--- config.mk ---
export PLATFORM = sky130hd
export DESIGN_NAME = instrumented_adder_sequencer
export DESIGN_NICKNAME = d
export VERILOG_FILES = /design/src/rtl/instrumented_adder_sequencer.sv
export SDC_FILE = /design/constraint.sdc
export NUM_CORES = 1
export LEC_CHECK = 0
export CORE_MARGIN = 4
export CORE_UTILIZATION = 42
export DETAILED_ROUTE_END_ITERATION = 7
export PLACE_DENSITY = 0.83
export SLEW_MARGIN = 30
export SYNTH_ARGS = -nofsm -noshare
export SYNTH_HDL_FRONTEND = slang
export SYNTH_SLANG_ARGS = --single-unit
--- constraint.sdc ---
create_clock -name wb_clk_i -period 2.25 [get_ports wb_clk_i]
set_input_delay 0.45 -clock wb_clk_i [delete_from_list [all_inputs] [get_ports wb_clk_i]]
set_output_delay 0.45 -clock wb_clk_i [all_outputs]
set_load 0.01 [all_outputs]
--- src/rtl/instrumented_adder_sequencer.sv ---
// Measurement sequencer for a ring-oscillator instrumented adder: drives the operands,
// clears and runs the ring counter for a programmable window, then captures the count.
//
// state   | meaning
// --------+----------------------------------------------------------
// IDLE    | waiting for an accepted start, outputs quiescent
// LOAD    | operands driven, ring counter cleared
// RUN     | ring oscillator enabled for window cycles
// SETTLE  | ring stopped, two cycles for the count to settle
// CAPTURE | result valid, done pulse
module instrumented_adder_sequencer #(
    parameter int WINDOW_W = 16
) (
    input  logic                wb_clk_i,
    input  logic                wb_rst_i,
    input  logic                active,
    input  logic                start,
    input  logic [31:0]         a_in,
    input  logic [31:0]         b_in,
    input  logic [WINDOW_W-1:0] window,
    input  logic [31:0]         ring_count,
    output logic [31:0]         a_input,
    output logic [31:0]         b_input,
    output logic                count_clear,
    output logic                run_ring,
    output logic                busy,
    output logic                done,
    output logic [31:0]         result,
    output logic                overflow
);

    typedef enum logic [2:0] {
        IDLE    = 3'd0,
        LOAD    = 3'd1,
        RUN     = 3'd2,
        SETTLE  = 3'd3,
        CAPTURE = 3'd4
    } state_t;

    state_t              r_state;
    logic [WINDOW_W-1:0] r_cnt;
    logic                r_settle;
    logic [31:0]         r_a_input;
    logic [31:0]         r_b_input;
    logic                r_count_clear;
    logic                r_run_ring;
    logic                r_busy;
    logic                r_done;
    logic [31:0]         r_result;
    logic                r_overflow;

    logic w_accept;
    logic w_abort;
    logic w_run_last;

    assign w_accept   = start && active && (window != '0);
    assign w_abort    = !active && (r_state != IDLE);
    assign w_run_last = (r_cnt == WINDOW_W'(1));

    // Outputs are registered alongside the next state so they line up with it.
    always_ff @(posedge wb_clk_i) begin
        if (wb_rst_i) begin
            r_state       <= IDLE;
            r_cnt         <= '0;
            r_settle      <= 1'b0;
            r_a_input     <= '0;
            r_b_input     <= '0;
            r_count_clear <= 1'b0;
            r_run_ring    <= 1'b0;
            r_busy        <= 1'b0;
            r_done        <= 1'b0;
            r_result      <= '0;
            r_overflow    <= 1'b0;
        end else if (w_abort) begin
            r_state       <= IDLE;
            r_count_clear <= 1'b0;
            r_run_ring    <= 1'b0;
            r_busy        <= 1'b0;
            r_done        <= 1'b0;
        end else begin
            r_done        <= 1'b0;
            r_count_clear <= 1'b0;
            case (r_state)
                IDLE: begin
                    if (w_accept) begin
                        r_state       <= LOAD;
                        r_a_input     <= a_in;
                        r_b_input     <= b_in;
                        r_cnt         <= window;
                        r_overflow    <= 1'b0;
                        r_busy        <= 1'b1;
                        r_count_clear <= 1'b1;
                    end
                end
                LOAD: begin
                    r_state    <= RUN;
                    r_run_ring <= 1'b1;
                end
                RUN: begin
                    // Terminal count of 1 gives exactly window RUN cycles, even at all-ones.
                    if (w_run_last) begin
                        r_state    <= SETTLE;
                        r_run_ring <= 1'b0;
                        r_settle   <= 1'b1;
                    end else begin
                        r_cnt <= r_cnt - WINDOW_W'(1);
                    end
                end
                SETTLE: begin
                    if (r_settle) begin
                        r_settle <= 1'b0;
                    end else begin
                        r_state    <= CAPTURE;
                        r_done     <= 1'b1;
                        r_result   <= ring_count;
                        r_overflow <= (ring_count == 32'hFFFF_FFFF);
                    end
                end
                CAPTURE: begin
                    r_state <= IDLE;
                    r_busy  <= 1'b0;
                end
                default: begin
                    r_state    <= IDLE;
                    r_busy     <= 1'b0;
                    r_run_ring <= 1'b0;
                end
            endcase
        end
    end

    assign a_input     = r_a_input;
    assign b_input     = r_b_input;
    assign count_clear = r_count_clear;
    assign run_ring    = r_run_ring;
    assign busy        = r_busy;
    assign done        = r_done;
    assign result      = r_result;
    assign overflow    = r_overflow;

endmodule

==> results.sh, run 1 <==
export IMPL_synth_area_per_cell_um2=7.784
export IMPL_cp_end_kind="flip-flop"
export IMPL_cts_root_buf="clkbuf_16"
export IMPL_crit_type="input pin to flip-flop"
export IMPL_post_cts_resized=0
export IMPL_crit_fanout=40
export IMPL_grt_ovfl_total=0
export IMPL_rsz0062_at_grt="no"
export IMPL_use_met2=0.3939
export IMPL_internal_power_mw=4.546
export IMPL_hold_viol_final=0
export IMPL_postLayoutCellArea_mm2=0.007863
export IMPL_finClkSkew_ps=10.74
export IMPL_ys_types=46
export IMPL_critPathLaunchType="input pin"
export IMPL_drt_first_iter_violations=493
export IMPL_io_pins=217
export IMPL_cp_data_arrival_time_ps=2350
export IMPL_power_frac_comb=0.138
export IMPL_peakVddDrop_mv=0.5344
export IMPL_rr_startpoint="r_cnt[0]$_SDFFE_PP0P_"
export IMPL_synth_cells=623
export IMPL_synth_compound_area_share=0.1785
export IMPL_synth_top_area_cell="dfxtp_1"
export IMPL_drv_slew=0
export IMPL_power_density_mw_per_mm2=760.5
export IMPL_die_w_um=115.5
export IMPL_r2r_end="r_cnt[5]$_SDFFE_PP0P_"
export IMPL_dieArea_mm2=0.01333
export IMPL_ys_top_cells_by_count="nand2_1 (211), dfxtp_1 (121), a21oi_1 (120)"
export IMPL_synth_top_family_by_area="simple AND/OR/NAND/NOR gates"
export IMPL_use_met3=0.06266
export IMPL_p_sw_frac=0.2398
export IMPL_post_drt_wl_per_cell_um=15.77
export IMPL_max_slew_margin=0.4220
export IMPL_synth_cell_area_mm2=0.004850
export IMPL_hp_start="wb_rst_i"
export IMPL_utilization=0.7097
export IMPL_ctsHoldBuffers=0
export IMPL_busiest_layer="met2"
export IMPL_synth_edf_count=0
export IMPL_synth_area_leaders="dfxtp_1 (50%), nand2_1 (16%), a21oi_1 (12%)"
export IMPL_p_leak_nw=2.791
export IMPL_start_util=0.4378
export IMPL_vias_per_cell=5.240
export IMPL_synth_top_area_frac=0.4995
export IMPL_switchingPower_mw=1.434
export IMPL_clk_pin_slew_ps=60
export IMPL_synth_mux_area_frac=0.002322
export IMPL_min_period_over_period=0.9005
export IMPL_grt_use_total=0.2250
export IMPL_fin_nets=955
export IMPL_worst_pin_slew_ps=867.0
export IMPL_dieHeight_um=115.5
export IMPL_dominantRegCellSynth="dfxtp_1"
export IMPL_min_to="r_cnt[14]$_SDFFE_PP0P_"
export IMPL_post_cts_buffers=0
export IMPL_drt_wl_total_um=15610
export IMPL_synth_async_reset_ratio=0
export IMPL_drive_above_1_share=0.08000
export IMPL_drc=0
export IMPL_setup_viol=0
export IMPL_grt_max_degree=86
export IMPL_fin_crit_ps=2026
export IMPL_syn_nets=741
export IMPL_row_count=38
export IMPL_insertion_delay_ps=410
export IMPL_hpwl_um=11290
export IMPL_io_buffers=216
export IMPL_crit_required_ps=2570
export IMPL_r2r_worst_path_cells=7
export IMPL_cts_path_max_buffers=2
export IMPL_grt_pass1_vias=4999
export IMPL_ys_ff_latch=121
export IMPL_status="finished, final reports clean"
export IMPL_drv_cap=0
export IMPL_vias=5188
export IMPL_fmaxAchievable_ghz=0.4935
export IMPL_antennaDiodeCount=0
export IMPL_yosys_area_share_adder=0.005160
export IMPL_seq_area_frac_synth=0.4995
export IMPL_ant_nets=0
export IMPL_dr_pass1_iters=6
export IMPL_gp_congestion=0.9489
export IMPL_setup_tns_final_ps=0
export IMPL_clkPwrFrac=0.478
export IMPL_pwr_share_seq=0.384
export IMPL_r2r_setup_slack_ps=250
export IMPL_ys_warnings_count=0
export IMPL_numCtsBuffers=17
export IMPL_clock_sinks=121
export IMPL_post_synth_and_or_nand_nor_area_fraction=0.2668
export IMPL_synth_xor_area_frac=0
export IMPL_holdPathStages=2
export IMPL_post_dp_cell_area_mm2=0.007236
export IMPL_area_growth_pct=62.13
export IMPL_grt_pass1_wl_um=24160
export IMPL_use_met1=0.2563
export IMPL_antenna_found_initial=0
export IMPL_tritoncts="yes"
export IMPL_yosysMostFrequentCell="nand2_1"
export IMPL_hp_class="input pin to flip-flop"
export IMPL_h_tree_depth=4
export IMPL_core_area_mm2=0.01108
==> worst max path at each step <==
stage / from / to / slack, ps / cells past startpoint
floorplan: r_cnt[0]$_SDFFE_PP0P_ / r_cnt[15]$_SDFFE_PP0P_ / 570 / 5
global placement: window[14] / a_input[10]$_SDFFE_PP0P_ / -80 / 7
detailed placement: window[14] / b_input[23]$_SDFFE_PP0P_ / -150 / 8
CTS: window[14] / b_input[23]$_SDFFE_PP0P_ / 250 / 8
global route: r_cnt[1]$_SDFFE_PP0P_ / r_cnt[14]$_SDFFE_PP0P_ / 120 / 7
finish: window[14] / a_input[10]$_SDFFE_PP0P_ / 220 / 8
==> kinds of logic after synthesis <==
kind of cell / after synthesis
and+or+nand+nor: 291
muxes: 1
buffers and inverters: 51
adders and majority gates: 2
DFF: 121
AOI/OAI and AO/OA: 157
==> cells in the final DEF, fill, tap and decap left out, types with 2 or more instances in the layout <==
cell type          n
clkdlybuf4s50_1  215
nand2_1          210
dfxtp_1          121
a21oi_1          120
buf_4             18
nor2_1            17
clkbuf_16         17
o21ai_0           12
nand4_1           10
nor3_1             9
nor4_1             8
inv_1              7
nand2b_1           6
buf_12             6
o32ai_1            5
clkinv_4           5
nand3_1            4
bufinv_16          4
nor3b_1            3
o21a_1             3
o21ai_1            3
nand3b_1           2
nor3b_2            2
a31oi_1            2
a21o_1             2
or3_1              2
or2_2              2
or4_1              2
o31a_1             2
nor2b_1            2
nand4b_1           2
ha_1               2
inv_6              2
clkbuf_1           2
==> power groups by stage <==
stage,sequential (mW),combinational (mW),clock (mW)
finish,2.30,0.823,2.86
global placement,2.34,0.794,0
global route,2.31,0.893,3.00
detailed placement,2.34,0.817,0
floorplan,2.36,0.331,0
CTS,2.30,0.826,2.91
==> registers in the layout (all words and copies together), names as in the netlist <==
register / flops
a_input: 32
b_input: 32
result: 32
r_cnt: 16
r_state: 3
busy: 1
count_clear: 1
done: 1
overflow: 1
r_settle: 1
run_ring: 1
==> worst max-delay path: stages <==
cell and delay (ps):
clkdlybuf4s50_1 430, nor4_1 360, nand4_1 290, buf_4 230, nand2_2 110, buf_12 220
nand2_1 90, a21oi_1 160
==> metrics by stage <==
stage / setup slack, ps / total power [mW] / hold WS (ps) / cells
floorplan: 570.2 / 2.690 / 439.1 / 623
global placement: -83.49 / 3.130 / 440.7 / 958
detailed placement: -153.1 / 3.160 / 445.9 / 958
CTS: 246.2 / 6.035 / 421.3 / 990
global route: 117.3 / 6.201 / 451.7 / 990
finish: 223.8 / 5.980 / 436.1 / 990
==> metal layers <==
metal | wire length [um] | part of all wire
met4 | 313 | 0.020
met3 | 1448 | 0.093
met5 | 0 | 0
met1 | 5854 | 0.37
met2 | 7995 | 0.51
==> layout make-up <==
type | count | area, um2
fill | 847 | 3216
sequential | 121 | 2422
timing repair buffer | 239 | 2407
multi-input combinational | 451 | 2205
clock buffer | 19 | 432.9
clock inverter | 13 | 193.9
tap | 140 | 175.2
inverter | 7 | 26.28
Power figures use the tool's default switching activity.
==> inputs of run 2 (changes only) <==
SLEW_MARGIN = 0   (was 30)
==> results of run 2 <==
Final layout, timing and power as in run 1 (identical DEF).
==> inputs of run 3 (changes only) <==
SETUP_SLACK_MARGIN = 0.4   (was default)
==> results.sh, run 3 (synthesized netlist as in run 1, its figures left out) <==
export IMPL_finClkSkew_ps=6.378
export IMPL_dieHeight_um=115.5
export IMPL_fillers=761
export IMPL_rsz0062_at_grt="yes"
export IMPL_p_sw_frac=0.2480
export IMPL_power_mw=6.186
export IMPL_cp_end_kind="flip-flop"
export IMPL_crit_required_ps=2580
export IMPL_pwr_share_seq=0.374
export IMPL_worst_pin_slew_ps=870.3
export IMPL_cts_path_max_buffers=2
export IMPL_r2r_end="r_cnt[8]$_SDFFE_PP0P_"
export IMPL_area_growth_pct=71.65
export IMPL_grt_ovfl_total=0
export IMPL_drc=0
export IMPL_cp_data_arrival_time_ps=2220
export IMPL_io_pins=217
export IMPL_vias_per_cell=5.419
export IMPL_switchingPower_mw=1.534
export IMPL_clk_pin_slew_ps=50
export IMPL_grt_max_degree=86
export IMPL_fmaxAchievable_ghz=0.5300
export IMPL_tritoncts="yes"
export IMPL_drt_wl_total_um=17910
export IMPL_hpwl_um=11290
export IMPL_crit_fanout=4
export IMPL_r2r_worst_path_cells=8
export IMPL_core_area_mm2=0.01108
export IMPL_status="finished, final reports clean"
export IMPL_antennaDiodeCount=0
export IMPL_postLayoutCellArea_mm2=0.008324
export IMPL_antenna_found_initial=0
export IMPL_endpoint="r_cnt[8]$_SDFFE_PP0P_"
export IMPL_dr_pass1_iters=5
export IMPL_drv_cap=0
export IMPL_final_cell_mix="nand2_1 (208), clkdlybuf4s50_1 (198), a21oi_1 (118)"
export IMPL_h_tree_depth=4
export IMPL_insertion_delay_ps=400
export IMPL_row_count=38
export IMPL_power_frac_comb=0.163
export IMPL_drv_slew=0
export IMPL_ant_nets=0
export IMPL_fin_crit_ps=1887
export IMPL_io_buffers=216
export IMPL_ctsHoldBuffers=0
export IMPL_drive_above_1_share=0.1487
export IMPL_dieArea_mm2=0.01333
export IMPL_min_period_over_period=0.8385
export IMPL_die_w_um=115.5
export IMPL_start_util=0.4378
export IMPL_gp_congestion=0.9489
export IMPL_numCtsBuffers=17
export IMPL_grt_pass1_vias=5283
export IMPL_power_density_mw_per_mm2=743.2
export IMPL_hold_viol_final=0
export IMPL_p_leak_nw=3.034
export IMPL_clkPwrFrac=0.463
export IMPL_max_slew_margin=0.4198
export IMPL_hp_class="input pin to flip-flop"
export IMPL_drt_first_iter_violations=551
export IMPL_crit_type="input pin to flip-flop"
export IMPL_r2r_setup_slack_ps=360
export IMPL_critPathLaunch="window[1]"
export IMPL_setup_viol=0
export IMPL_peakVddDrop_mv=0.5605
export IMPL_grt_use_total=0.2446
export IMPL_post_dp_cell_area_mm2=0.007236
export IMPL_final_common_cell="nand2_1"
export IMPL_cts_root_buf="clkbuf_16"
export IMPL_post_drt_wl_per_cell_um=17.67
export IMPL_clock_sinks=121
export IMPL_internal_power_mw=4.652
export IMPL_grt_pass1_wl_um=26030
export IMPL_critPathLaunchType="input pin"
export IMPL_vias=5495
export IMPL_fin_nets=979
export IMPL_rr_startpoint="r_cnt[10]$_SDFFE_PP0P_"
## run 3: cell count changes in the layout (fill, tap and decap cells not counted), moves of 4 or more
cell	before	now
clkdlybuf4s15_1	0	4
nor4_2	1	5
buf_16	0	4
buf_4	18	32
clkbuf_2	0	6
nor4_1	8	2
dfxtp_2	0	4
dfxtp_1	121	115
dlygate4sd2_1	0	7
clkdlybuf4s50_1	215	198
## run 3: repair_timing
| action | CTS | global route |
|---|---|---|
| buffers inserted | 12 | 6 |
| cloned | 4 | 2 |
| pin swaps | 15 | 18 |
| setup endpoints to repair | 81 | 82 |
| resized for setup | 38 | 47 |
## run 3: layout make-up
| type | instances | area [um2] | share of cell area |
|---|---|---|---|
| inverter | 7 | 28.78 | 0.003457 |
| multi-input combinational | 451 | 2371 | 0.2848 |
| clock inverter | 13 | 193.9 | 0.02330 |
| tap | 140 | 175.2 | 0.02104 |
| timing repair buffer | 263 | 2688 | 0.3229 |
| sequential | 121 | 2435 | 0.2925 |
| clock buffer | 19 | 432.9 | 0.05201 |
## run 3: per-layer routing
metal,track usage,vias to the layer above,wire length [um],part of all wire
met5,0,-,0,0
met4,0.1174,0,703,0.039
met3,0.06893,57,1755,0.098
met2,0.4329,305,8960,0.50
met1,0.2697,2545,6494,0.36
li1,-,2588,-,-
## run 3: critical path: stages
cell	delay (ps)
dlygate4sd2_1	260
nor4_2	230
nand4_1	250
buf_4	210
a22oi_2	160
buf_6	140
buf_6	120
clkbuf_16	130
o21ai_0	100
a21oi_1	160
## run 3: through the flow
step                      setup slack [ps]  hold slack, ps  std cells    util  TNS [ps]
after detailed placement            -153.1           445.9        958  0.6532     -6800
after CTS                            406.7           421.3       1006  0.7346         0
after floorplan                      570.2           439.1        623       -         0
after global routing                 253.1           452.0       1014  0.7514         0
after global placement              -83.49           440.7        958  0.6532     -2743
final                                363.3           447.5       1014  0.7514         0
## run 3: power groups by stage
stage / combinational [mW] / sequential, mW / clock, mW
2_1_floorplan: 0.331 / 2.36 / 0
6_report: 1.01 / 2.31 / 2.87
3_5_place_dp: 0.817 / 2.34 / 0
4_1_cts: 0.904 / 2.30 / 2.91
3_3_place_gp: 0.794 / 2.34 / 0
5_1_grt: 1.07 / 2.32 / 3.00
## run 3: how the worst min path moves through the flow
stage / start / end / cells after the start / slack (ps)
floorplan: r_cnt[15]$_SDFFE_PP0P_ / r_cnt[15]$_SDFFE_PP0P_ / 2 / 440
global placement: b_input[21]$_SDFFE_PP0P_ / b_input[21]$_SDFFE_PP0P_ / 2 / 440
detailed placement: b_input[29]$_SDFFE_PP0P_ / b_input[29]$_SDFFE_PP0P_ / 2 / 450
CTS: wb_rst_i / r_cnt[14]$_SDFFE_PP0P_ / 2 / 420
global route: window[7] / r_cnt[7]$_SDFFE_PP0P_ / 4 / 450
finish: wb_rst_i / r_cnt[14]$_SDFFE_PP0P_ / 2 / 450
